`src/rtl/sbus_master_port.sv`:
```
// Initiator end of the point-to-point serial bus. Accepts one host request at a
// time, frames it onto the tx lane of the addressed slave (start, ack, 12 address
// bits, mode bit, 8 data bits), collects read data from rx and reports completion.
module sbus_master_port #(
  parameter int NUM_SLAVES  = 4,
  parameter int ACK_TIMEOUT = 16,
  parameter int IDLE_GAP    = 2,
  parameter int RESET_QUIET = 32
) (
  input  logic                  clk,
  input  logic                  rst,
  input  logic                  req_valid,
  output logic                  req_ready,
  input  logic [13:0]           req_addr,
  input  logic                  req_write,
  input  logic [7:0]            req_wdata,
  output logic                  resp_valid,
  output logic [7:0]            resp_rdata,
  output logic                  resp_err,
  output logic [NUM_SLAVES-1:0] tx,
  input  logic [NUM_SLAVES-1:0] rx
);

  localparam int CNT_W      = 16;
  localparam int GAP_LAST   = (IDLE_GAP > 1) ? IDLE_GAP - 1 : 1;
  localparam int QUIET_LAST = (RESET_QUIET > 1) ? RESET_QUIET - 1 : 0;

  // Bit positions within the frame, counted in edges after the ack edge
  localparam logic [CNT_W-1:0] POS_ADDR  = CNT_W'(3);
  localparam logic [CNT_W-1:0] POS_MODE  = CNT_W'(15);
  localparam logic [CNT_W-1:0] POS_DEND  = CNT_W'(24);
  localparam logic [CNT_W-1:0] POS_RSAMP = CNT_W'(18);
  localparam logic [CNT_W-1:0] POS_LAST  = CNT_W'(25);

  typedef enum logic [2:0] {
    S_QUIET,
    S_IDLE,
    S_BAD,
    S_WAIT_ACK,
    S_FRAME,
    S_RELEASE,
    S_GAP
  } state_t;

  state_t                  state_q, state_d;
  logic [CNT_W-1:0]        cnt_q, cnt_d;
  logic [NUM_SLAVES-1:0]   tx_q, tx_d;
  logic                    req_ready_q, req_ready_d;
  logic                    resp_valid_q, resp_valid_d;
  logic                    resp_err_q, resp_err_d;
  logic [7:0]              resp_rdata_q, resp_rdata_d;

  logic [11:0]             addr_q, addr_d;
  logic                    write_q, write_d;
  logic [7:0]              wdata_q, wdata_d;
  logic [1:0]              lane_q, lane_d;
  logic [7:0]              rbuf_q, rbuf_d;

  logic                    rx_lane;
  logic                    drive_en;
  logic                    drive_bit;
  logic [1:0]              drive_lane;

  // Select the rx line of the active lane (idle-high when the lane does not exist)
  always_comb begin
    rx_lane = 1'b1;
    for (int k = 0; k < NUM_SLAVES; k++) begin
      if (lane_q == 2'(k)) rx_lane = rx[k];
    end
  end

  // Next-state, frame bit generation and response logic
  always_comb begin
    state_d      = state_q;
    cnt_d        = cnt_q;
    resp_valid_d = 1'b0;
    resp_err_d   = 1'b0;
    resp_rdata_d = resp_rdata_q;
    addr_d       = addr_q;
    write_d      = write_q;
    wdata_d      = wdata_q;
    lane_d       = lane_q;
    rbuf_d       = rbuf_q;
    drive_en     = 1'b0;
    drive_bit    = 1'b1;
    drive_lane   = lane_q;

    case (state_q)
      S_QUIET: begin
        cnt_d = cnt_q + 1'b1;
        if (cnt_q >= CNT_W'(QUIET_LAST)) begin
          state_d = S_IDLE;
          cnt_d   = '0;
        end
      end

      S_IDLE: begin
        if (req_valid && req_ready_q) begin
          addr_d  = req_addr[11:0];
          write_d = req_write;
          wdata_d = req_wdata;
          lane_d  = req_addr[13:12];
          if (int'(req_addr[13:12]) >= NUM_SLAVES) begin
            state_d = S_BAD;
          end else begin
            // Start bit goes out on the accept edge itself
            state_d    = S_WAIT_ACK;
            cnt_d      = CNT_W'(1);
            drive_en   = 1'b1;
            drive_bit  = 1'b0;
            drive_lane = req_addr[13:12];
          end
        end
      end

      S_BAD: begin
        resp_valid_d = 1'b1;
        resp_err_d   = 1'b1;
        state_d      = S_IDLE;
      end

      S_WAIT_ACK: begin
        if (!rx_lane) begin
          state_d   = S_FRAME;
          cnt_d     = CNT_W'(1);
          drive_en  = 1'b1;
          drive_bit = 1'b0;
        end else if (cnt_q >= CNT_W'(ACK_TIMEOUT)) begin
          state_d      = S_GAP;
          cnt_d        = CNT_W'(1);
          resp_valid_d = 1'b1;
          resp_err_d   = 1'b1;
        end else begin
          cnt_d     = cnt_q + 1'b1;
          drive_en  = 1'b1;
          drive_bit = 1'b0;
        end
      end

      S_FRAME: begin
        // cnt_q is the edge offset from the ack edge; address and data shift out LSB first
        cnt_d    = cnt_q + 1'b1;
        drive_en = 1'b1;
        if (cnt_q < POS_ADDR) begin
          drive_bit = 1'b0;
        end else if (cnt_q < POS_MODE) begin
          drive_bit = addr_q[0];
          addr_d    = addr_q >> 1;
        end else if (cnt_q == POS_MODE) begin
          drive_bit = write_q;
        end else if (write_q && (cnt_q < POS_DEND)) begin
          drive_bit = wdata_q[0];
          wdata_d   = wdata_q >> 1;
        end else begin
          drive_bit = 1'b1;
        end
        if (!write_q && (cnt_q >= POS_RSAMP)) rbuf_d = {rx_lane, rbuf_q[7:1]};
        if (cnt_q == POS_LAST) begin
          state_d = S_RELEASE;
          cnt_d   = '0;
        end
      end

      S_RELEASE: begin
        if (rx_lane) begin
          state_d      = S_GAP;
          cnt_d        = CNT_W'(1);
          resp_valid_d = 1'b1;
          if (!write_q) resp_rdata_d = rbuf_q;
        end else if (cnt_q >= CNT_W'(ACK_TIMEOUT)) begin
          state_d      = S_GAP;
          cnt_d        = CNT_W'(1);
          resp_valid_d = 1'b1;
          resp_err_d   = 1'b1;
        end else begin
          cnt_d = cnt_q + 1'b1;
        end
      end

      S_GAP: begin
        if (cnt_q >= CNT_W'(GAP_LAST)) begin
          state_d = S_IDLE;
          cnt_d   = '0;
        end else begin
          cnt_d = cnt_q + 1'b1;
        end
      end

      default: begin
        state_d = S_IDLE;
        cnt_d   = '0;
      end
    endcase
  end

  // Build the registered tx word: only the driven lane may leave the idle-high level
  always_comb begin
    tx_d = '1;
    for (int k = 0; k < NUM_SLAVES; k++) begin
      if (drive_en && (drive_lane == 2'(k))) tx_d[k] = drive_bit;
    end
    req_ready_d = (state_d == S_IDLE);
  end

  // Control and output registers, cleared asynchronously
  always_ff @(posedge clk or posedge rst) begin
    if (rst) begin
      state_q      <= S_QUIET;
      cnt_q        <= '0;
      tx_q         <= '1;
      req_ready_q  <= 1'b0;
      resp_valid_q <= 1'b0;
      resp_err_q   <= 1'b0;
      resp_rdata_q <= '0;
    end else begin
      state_q      <= state_d;
      cnt_q        <= cnt_d;
      tx_q         <= tx_d;
      req_ready_q  <= req_ready_d;
      resp_valid_q <= resp_valid_d;
      resp_err_q   <= resp_err_d;
      resp_rdata_q <= resp_rdata_d;
    end
  end

  // Latched request and read shift register; meaningful only while a frame is active
  always_ff @(posedge clk) begin
    addr_q  <= addr_d;
    write_q <= write_d;
    wdata_q <= wdata_d;
    lane_q  <= lane_d;
    rbuf_q  <= rbuf_d;
  end

  assign req_ready  = req_ready_q;
  assign resp_valid = resp_valid_q;
  assign resp_err   = resp_err_q;
  assign resp_rdata = resp_rdata_q;
  assign tx         = tx_q;

endmodule

```
`config.mk`:
```
export PLATFORM = sky130hd
export DESIGN_NAME = sbus_master_port
export DESIGN_NICKNAME = d
export VERILOG_FILES = /design/src/rtl/sbus_master_port.sv
export SDC_FILE = /design/constraint.sdc
export NUM_CORES = 1
export LEC_CHECK = 0
export BUFFER_PORTS_ARGS = -buffer_cell sky130_fd_sc_hd__buf_2
export CELL_PAD_IN_SITES_DETAIL_PLACEMENT = 1
export CELL_PAD_IN_SITES_GLOBAL_PLACEMENT = 1
export CORE_ASPECT_RATIO = 0.75
export CORE_UTILIZATION = 45
export DETAILED_ROUTE_END_ITERATION = 16
export GPL_TIMING_DRIVEN = 0
export PLACE_DENSITY_LB_ADDON = 0.1
export SLEW_MARGIN = 0
export SYNTH_ARGS = -nofsm -noshare
export SYNTH_HDL_FRONTEND = slang
export SYNTH_SLANG_ARGS = --single-unit
export TNS_END_PERCENT = 10
```
`constraint.sdc`:
```
create_clock -name clk -period 3.6 [get_ports clk]
set_input_delay 0.18 -clock clk [delete_from_list [all_inputs] [get_ports clk]]
set_output_delay 0.18 -clock clk [all_outputs]
set_load 0.01 [all_outputs]
```
Word-level counts from Yosys, hierarchy flattened
Cells that the tools add are included.
W data, S select, Z words.
{"block": "op_classes", "n_addsub": 1, "n_lt_le_gt_ge": 7, "eq_ne": 21, "mux": 52, "bitwise_logic": 2, "reduce_logical": 18}
{"operator": "$mux W16", "count": 7}
{"operator": "$pmux W16 S7", "count": 1}
{"operator": "$ge A16 B5 Y1 const B", "count": 3}
{"operator": "$mux W8", "count": 5}
{"operator": "$mux W12", "count": 3}
{"operator": "$pmux W12 S2", "count": 1}
{"operator": "$mux W3", "count": 7}
{"operator": "$mux W1", "count": 20}
{"operator": "$pmux W3 S6", "count": 1}
{"operator": "$add A16 B1 Y16 const B", "count": 1}
{"operator": "$eq A16 B4 Y1 const B", "count": 1}
{"operator": "$eq A16 B5 Y1 const B", "count": 1}
{"operator": "$ge A16 B1 Y1 const B", "count": 1}
{"operator": "$lt A16 B2 Y1 const B", "count": 1}
{"operator": "$lt A16 B4 Y1 const B", "count": 1}
{"operator": "$lt A16 B5 Y1 const B", "count": 1}
{"operator": "$pmux W8 S2", "count": 1}
{"operator": "$ne A2 B2 Y1 const B", "count": 6}
{"operator": "$pmux W1 S3", "count": 4}
{"operator": "$eq A3 B3 Y1 const B", "count": 3}
{"operator": "$eq A2 B2 Y1 const B", "count": 4}
{"operator": "$logic_and A1 B1 Y1", "count": 7}
{"operator": "$eq A3 B1 Y1 const B", "count": 2}
{"operator": "$eq A3 B2 Y1 const B", "count": 2}
{"operator": "other kinds (11)", "count": 17}
{"block": "totals", "regBits": 65, "inputBits": 30, "out_inout_bits": 15, "word_cells": 113}

Logic depth before layout (Yosys ltp)
{"block": "logic_depth", "depth_word": 9, "mapped_depth": 8, "depth_no_buf": 7}

Least setup slack after synthesis
No wires, ideal clock.
{"block": "synth_path", "path_kind": "flip-flop to flip-flop", "from": "register cnt_q[7]", "to": "register addr_q[0], enable pin", "setup_ns": 0.398, "arrival_time_ns": 2.552, "required_time_ns": 3.202, "setup_slack_ns": 0.650, "path_stages_with_launch": 6, "n_path_buf": 2, "synth_period_minus_slack_ns": 2.950, "path_cell_list": "dfrtp_1 > buf_6 > or4_4 > or4_4 > buf_6 > o21ai_0"}
{"block": "synth_via", "elab_chain_len": 3, "word_cells_on_any_way": 5, "cone_classes": "2 x order compare; 2 x eq/ne; 1 x reduce/logical"}
{"item": "start: declaration", "line_no": "46", "rtl": "logic [CNT_W-1:0] cnt_q, cnt_d;"}
{"item": "start signal: assignment", "line_no": "217", "rtl": "cnt_q <= cnt_d;"}
{"item": "$lt A16 B4 Y1 or $lt A16 B2 Y1 (tied branches)", "line_no": "146, 144"}
{"item": "$ne A2 B2 Y1 (no source line)"}
{"item": "$reduce_and A4 Y1 (no source line) (*)"}
{"item": "end signal: assignment", "line_no": "228", "rtl": "addr_q <= addr_d;"}
{"item": "end: declaration", "line_no": "53", "rtl": "logic [11:0] addr_q, addr_d;"}
Every way passes the cells marked *; elsewhere a longest branch is shown, timed or not.
A chain may end at the register's enable or synchronous reset.

Final worst setup path
{"block": "layout_path", "from": "register cnt_q[9]", "to": "register req_ready_q, in the netlist req_ready"}
{"block": "layout_via", "elab_chain_len": 5, "word_cells_on_any_way": 12, "cone_classes": "3 x order compare; 2 x eq/ne; 7 x mux"}
{"item": "$ge A16 B5 Y1", "line_no": "128, 170"}
{"item": "$mux W3", "line_no": "128, 170"}
{"item": "$mux W3 (on tied branches)", "line_no": "165, 123"}
{"item": "$pmux W3 S6 (*)", "line_no": "88", "rtl": "case (state_q)"}
{"item": "via state_d[1]", "line_no": "45", "rtl": "state_t state_q, state_d;"}
{"item": "$eq A3 B1 Y1 (*)", "line_no": "202", "rtl": "req_ready_d = (state_d == S_IDLE);"}
{"item": "via req_ready_d", "line_no": "48", "rtl": "logic req_ready_q, req_ready_d;"}
{"item": "end signal: assignment", "line_no": "219", "rtl": "req_ready_q <= req_ready_d;"}
{"item": "end: declaration", "line_no": "48"}
Mark *: on every way through the listed nets, which the timed path passes. The rest lies on a longest branch.

==> run_results.csv <==
group,metric,value,unit
routing,firstDrtPassIters,4,
clock_tree,clk_path_buf_depth,2,
sta,post-route-period-util,76.79,%
floorplanning,fp.dieW,99.61,um
logic_synthesis,ys_ff_latch,65,
logic_synthesis,synth_top_area_share,27.08,%
sta,rsz0062_at_grt,"false",
power_and_ir_drop,p_clk_share,21.5,%
critical_path,arrival,3030,ps
critical_path,critical_path_peak_fanout,6,
layout,final_cell_mix,"nand2_1, buf_2, dfrtp_1",
sta,worst_hold_slack,-56.50,ps
clock_tree,cts_setup_buffers,0,
sta,slew_violations,0,
floorplanning,fp.dieArea,7491,um2
sta,final.setup_skew,7.154,ps
power_and_ir_drop,seq_power_share,38.5,%
layout,fin_nets,390,
critical_path,timing.reg2reg.setup_slack,840,ps
sta,setup_viol,0,
power_and_ir_drop,p_sw_share,40.62,%
sta,layout_min_cycle_time,2764,ps
logic_synthesis,syn_area,3216,um2
routing,routed_wirelength,7913,um
logic_synthesis,ys_async_sr_fraction,52.31,%
global_route,antenna_found_initial,0,
global_route,grt_pass1_vias,2563,
place,dp_hpwl,5519,um
logic_synthesis,synth_area_leaders,"edfxtp_1, dfrtp_1, nand2_1",
worst_hold_path,hold_path.class,"input port to async pin",
power_and_ir_drop,p_leak,1.620,nW
layout,insertedDiodeCount,0,
place,io_buffers,44,
power_and_ir_drop,intPower,1.646,mW
critical_path,crit_path_end_kind,"flop",
clock_tree,cts_made_buffers,9,
sta,worst_pin_slew,1306,ps
global_route,grt_pass1_wl,13070,um
global_route,overflow,0,
critical_path,crit_family,"simple AND/OR/NAND/NOR gates",
logic_synthesis,synth_edf_count,29,
clock_tree,clk_latency,360,ps
logic_synthesis,synth_top_area_cell,"edfxtp_1",
layout,area.growth.synth_to_final,17.12,%
global_route,grt.total_usage,23.68,%
clock_tree,clock_sinks,65,
logic_synthesis,synth_cell_types,59,
critical_path,startpoint_type,"flop",
logic_synthesis,synth_seq_area_share,54.94,%
clock_tree,clkTransAtPathRegs,80,ps
logic_synthesis,synth.avg_cell_area,10.72,um2
critical_path,crit_chain,"or4_4, nor4_1, o21ai_0, or3_2, nor3b_1",
critical_path,cpMaxStageDelayCell,"nor4_1",
status,status,"finished, violations left",
routing,wl_per_cell,17.20,um
routing,drtAntennaViolNets,0,
power_and_ir_drop,power_density,736.1,nW/um2
sta,fmax,0.3617,GHz
critical_path,worstPathBufferInverterCount,0,
floorplanning,initial_core_util,46.85,%
place,gp_congestion,0.8406,
sta,hold_viol,30,
global_route,grt_max_degree,35,
clock_tree,cts_max_level,3,
layout,drive_gt1_share,26.52,%
status,failed_checks,"negative hold slack",
run,cap_violations,0,
logic_synthesis,synth_flop_cell,"dfrtp_1",
routing,drc,0,
power_and_ir_drop,switching_power,1.126,mW
routing,dr_total_vias,2514,
floorplanning,num_rows,26,
clock_tree,cts_root_buffer,"clkbuf_8",
routing,vias_per_cell,5.465,
power_and_ir_drop,ir_drop,0.3526,mV
power_and_ir_drop,p_total,2.772,mW
floorplanning,ioPinCount,45,
critical_path,required,3860,ps
floorplanning,die_h,75.21,um
logic_synthesis,synth_cells,300,
floorplanning,core_area,6864,um2
logic_synthesis,yosysWarnings,0,
sta,fin_setup_tns,0,ps
routing,drt_iter0_markers,129,
layout,final_common_cell,"nand2_1",
clock_tree,cts_tree,"built",
critical_path,slowest_delay,690,ps
critical_path,path_class,"flop to flop",
logic_synthesis,syn_nets,333,
power_and_ir_drop,p_comb_share,40.0,%
sta,relSlewSlack,12.17,%
-- stage by stage --
| step | area (um2) | worst slack, ps | utilization [%] | std cells | hold WS (ps) |
|---|---|---|---|---|---|
| after floorplan | 3216 | 650.4 | - | 300 | 278.9 |
| after global placement | 3558 | 191.5 | 51.84 | 442 | 359.7 |
| after detailed placement | 3566 | 843.5 | 51.95 | 443 | 359.1 |
| after CTS | 3761 | 776.5 | 54.79 | 460 | 72.43 |
| after global routing | 3766 | 671.5 | 54.87 | 460 | 4.352 |
| final | 3766 | 835.6 | 54.87 | 460 | -56.50 |
-- registers in the layout, summed over array words and instances (netlist names) --
register,flops
lane_q,2
resp_err,1
req_ready,1
rbuf_q,8
wdata_q,8
addr_q,12
resp_rdata,8
write_q,1
resp_valid,1
tx,4
state_q,3
cnt_q,16
-- power by group through the flow --
stage / sequential [mW] / clock, mW / combinational, mW
2_1_floorplan: 1.09 / 0 / 0.728
4_1_cts: 1.07 / 0.607 / 1.11
6_report: 1.07 / 0.596 / 1.11
3_3_place_gp: 1.07 / 0 / 1.05
5_1_grt: 1.09 / 0.633 / 1.23
3_5_place_dp: 1.08 / 0 / 1.09
-- layout make-up --
class | instances | area, um2
fill | 778 | 3098
sequential | 65 | 1767
multi-input combinational | 209 | 1333
timing repair buffer | 46 | 237.7
clock buffer | 9 | 123.9
tap | 98 | 122.6
buffer | 18 | 91.34
clock inverter | 7 | 61.31
inverter | 8 | 30.03
-- worst reg2reg max path: stages (launching register included) --
cell and delay, ps:
dfrtp_1 460, or4_4 590, nor4_1 690, o21ai_0 200
or3_2 470, nor3b_1 260
-- path summary, 6_finish.rpt --
check                              from             to  cells after the start
min                                 rst  resp_rdata[0]                      2
max in group asynchronous           rst       cnt_q[9]                      2
max                            cnt_q[9]      req_ready                      5
min in group clk           req_wdata[4]     wdata_q[4]                      3
min reg2reg                   rbuf_q[3]      rbuf_q[2]                      0
max reg2reg                    cnt_q[9]      req_ready                      5
-- cell families (layout without fill, tap and decap cells) --
logic type                 after synthesis  count (layout)  synth area share [%]
muxes                                   13              13                 4.786
xor gates and xnor gates                 7               7                 1.907
DFF                                     65              65                 54.94
and+or+nand+nor                        138             138                 21.95
AOI/OAI and AO/OA                       48              48                 11.48
adders and majority gates                3               3                 1.167
buffers and inverters                   26              88                 3.774
-- cell usage after synthesis, types with 2 or more instances --
library cell / n
nor2b_1: 5
and4_1: 2
and2_1: 3
a211o_1: 2
a41oi_1: 2
nor3_1: 6
o21ai_0: 9
or3_1: 3
xor2_1: 7
dfstp_2: 4
edfxtp_1: 29
a211oi_1: 2
o2111ai_1: 4
or4_4: 2
nand2_1: 64
buf_6: 3
and4_2: 2
a21oi_1: 4
ha_1: 3
a21o_1: 2
nand2b_1: 5
dfxtp_1: 2
o221ai_1: 2
mux2i_1: 3
buf_1: 3
clkbuf_1: 11
dfrtp_1: 30
or4_1: 2
nor2_1: 15
inv_1: 8
and3_1: 3
nand3_1: 9
nor4_1: 4
mux2_2: 9
o211ai_1: 4
nand3b_1: 3
o22ai_1: 4
o31ai_1: 3
nor3b_1: 2
-- repair_timing --
| item | in CTS | in global routing |
|---|---|---|
| hold buffers | 1 | 0 |
| gates resized for setup | 0 | 0 |
| endpoints found under the hold margin | 1 | 0 |
-- metal layers --
metal	vias to the layer above	global-route usage, %	wire length (um)
met5	-	0	0
met4	0	10.13	104
met3	10	6.221	340
met2	57	36.03	3564
met1	1248	32.52	3903
li1	1199	-	-
Note: power is estimated with default switching activity, not from simulation.
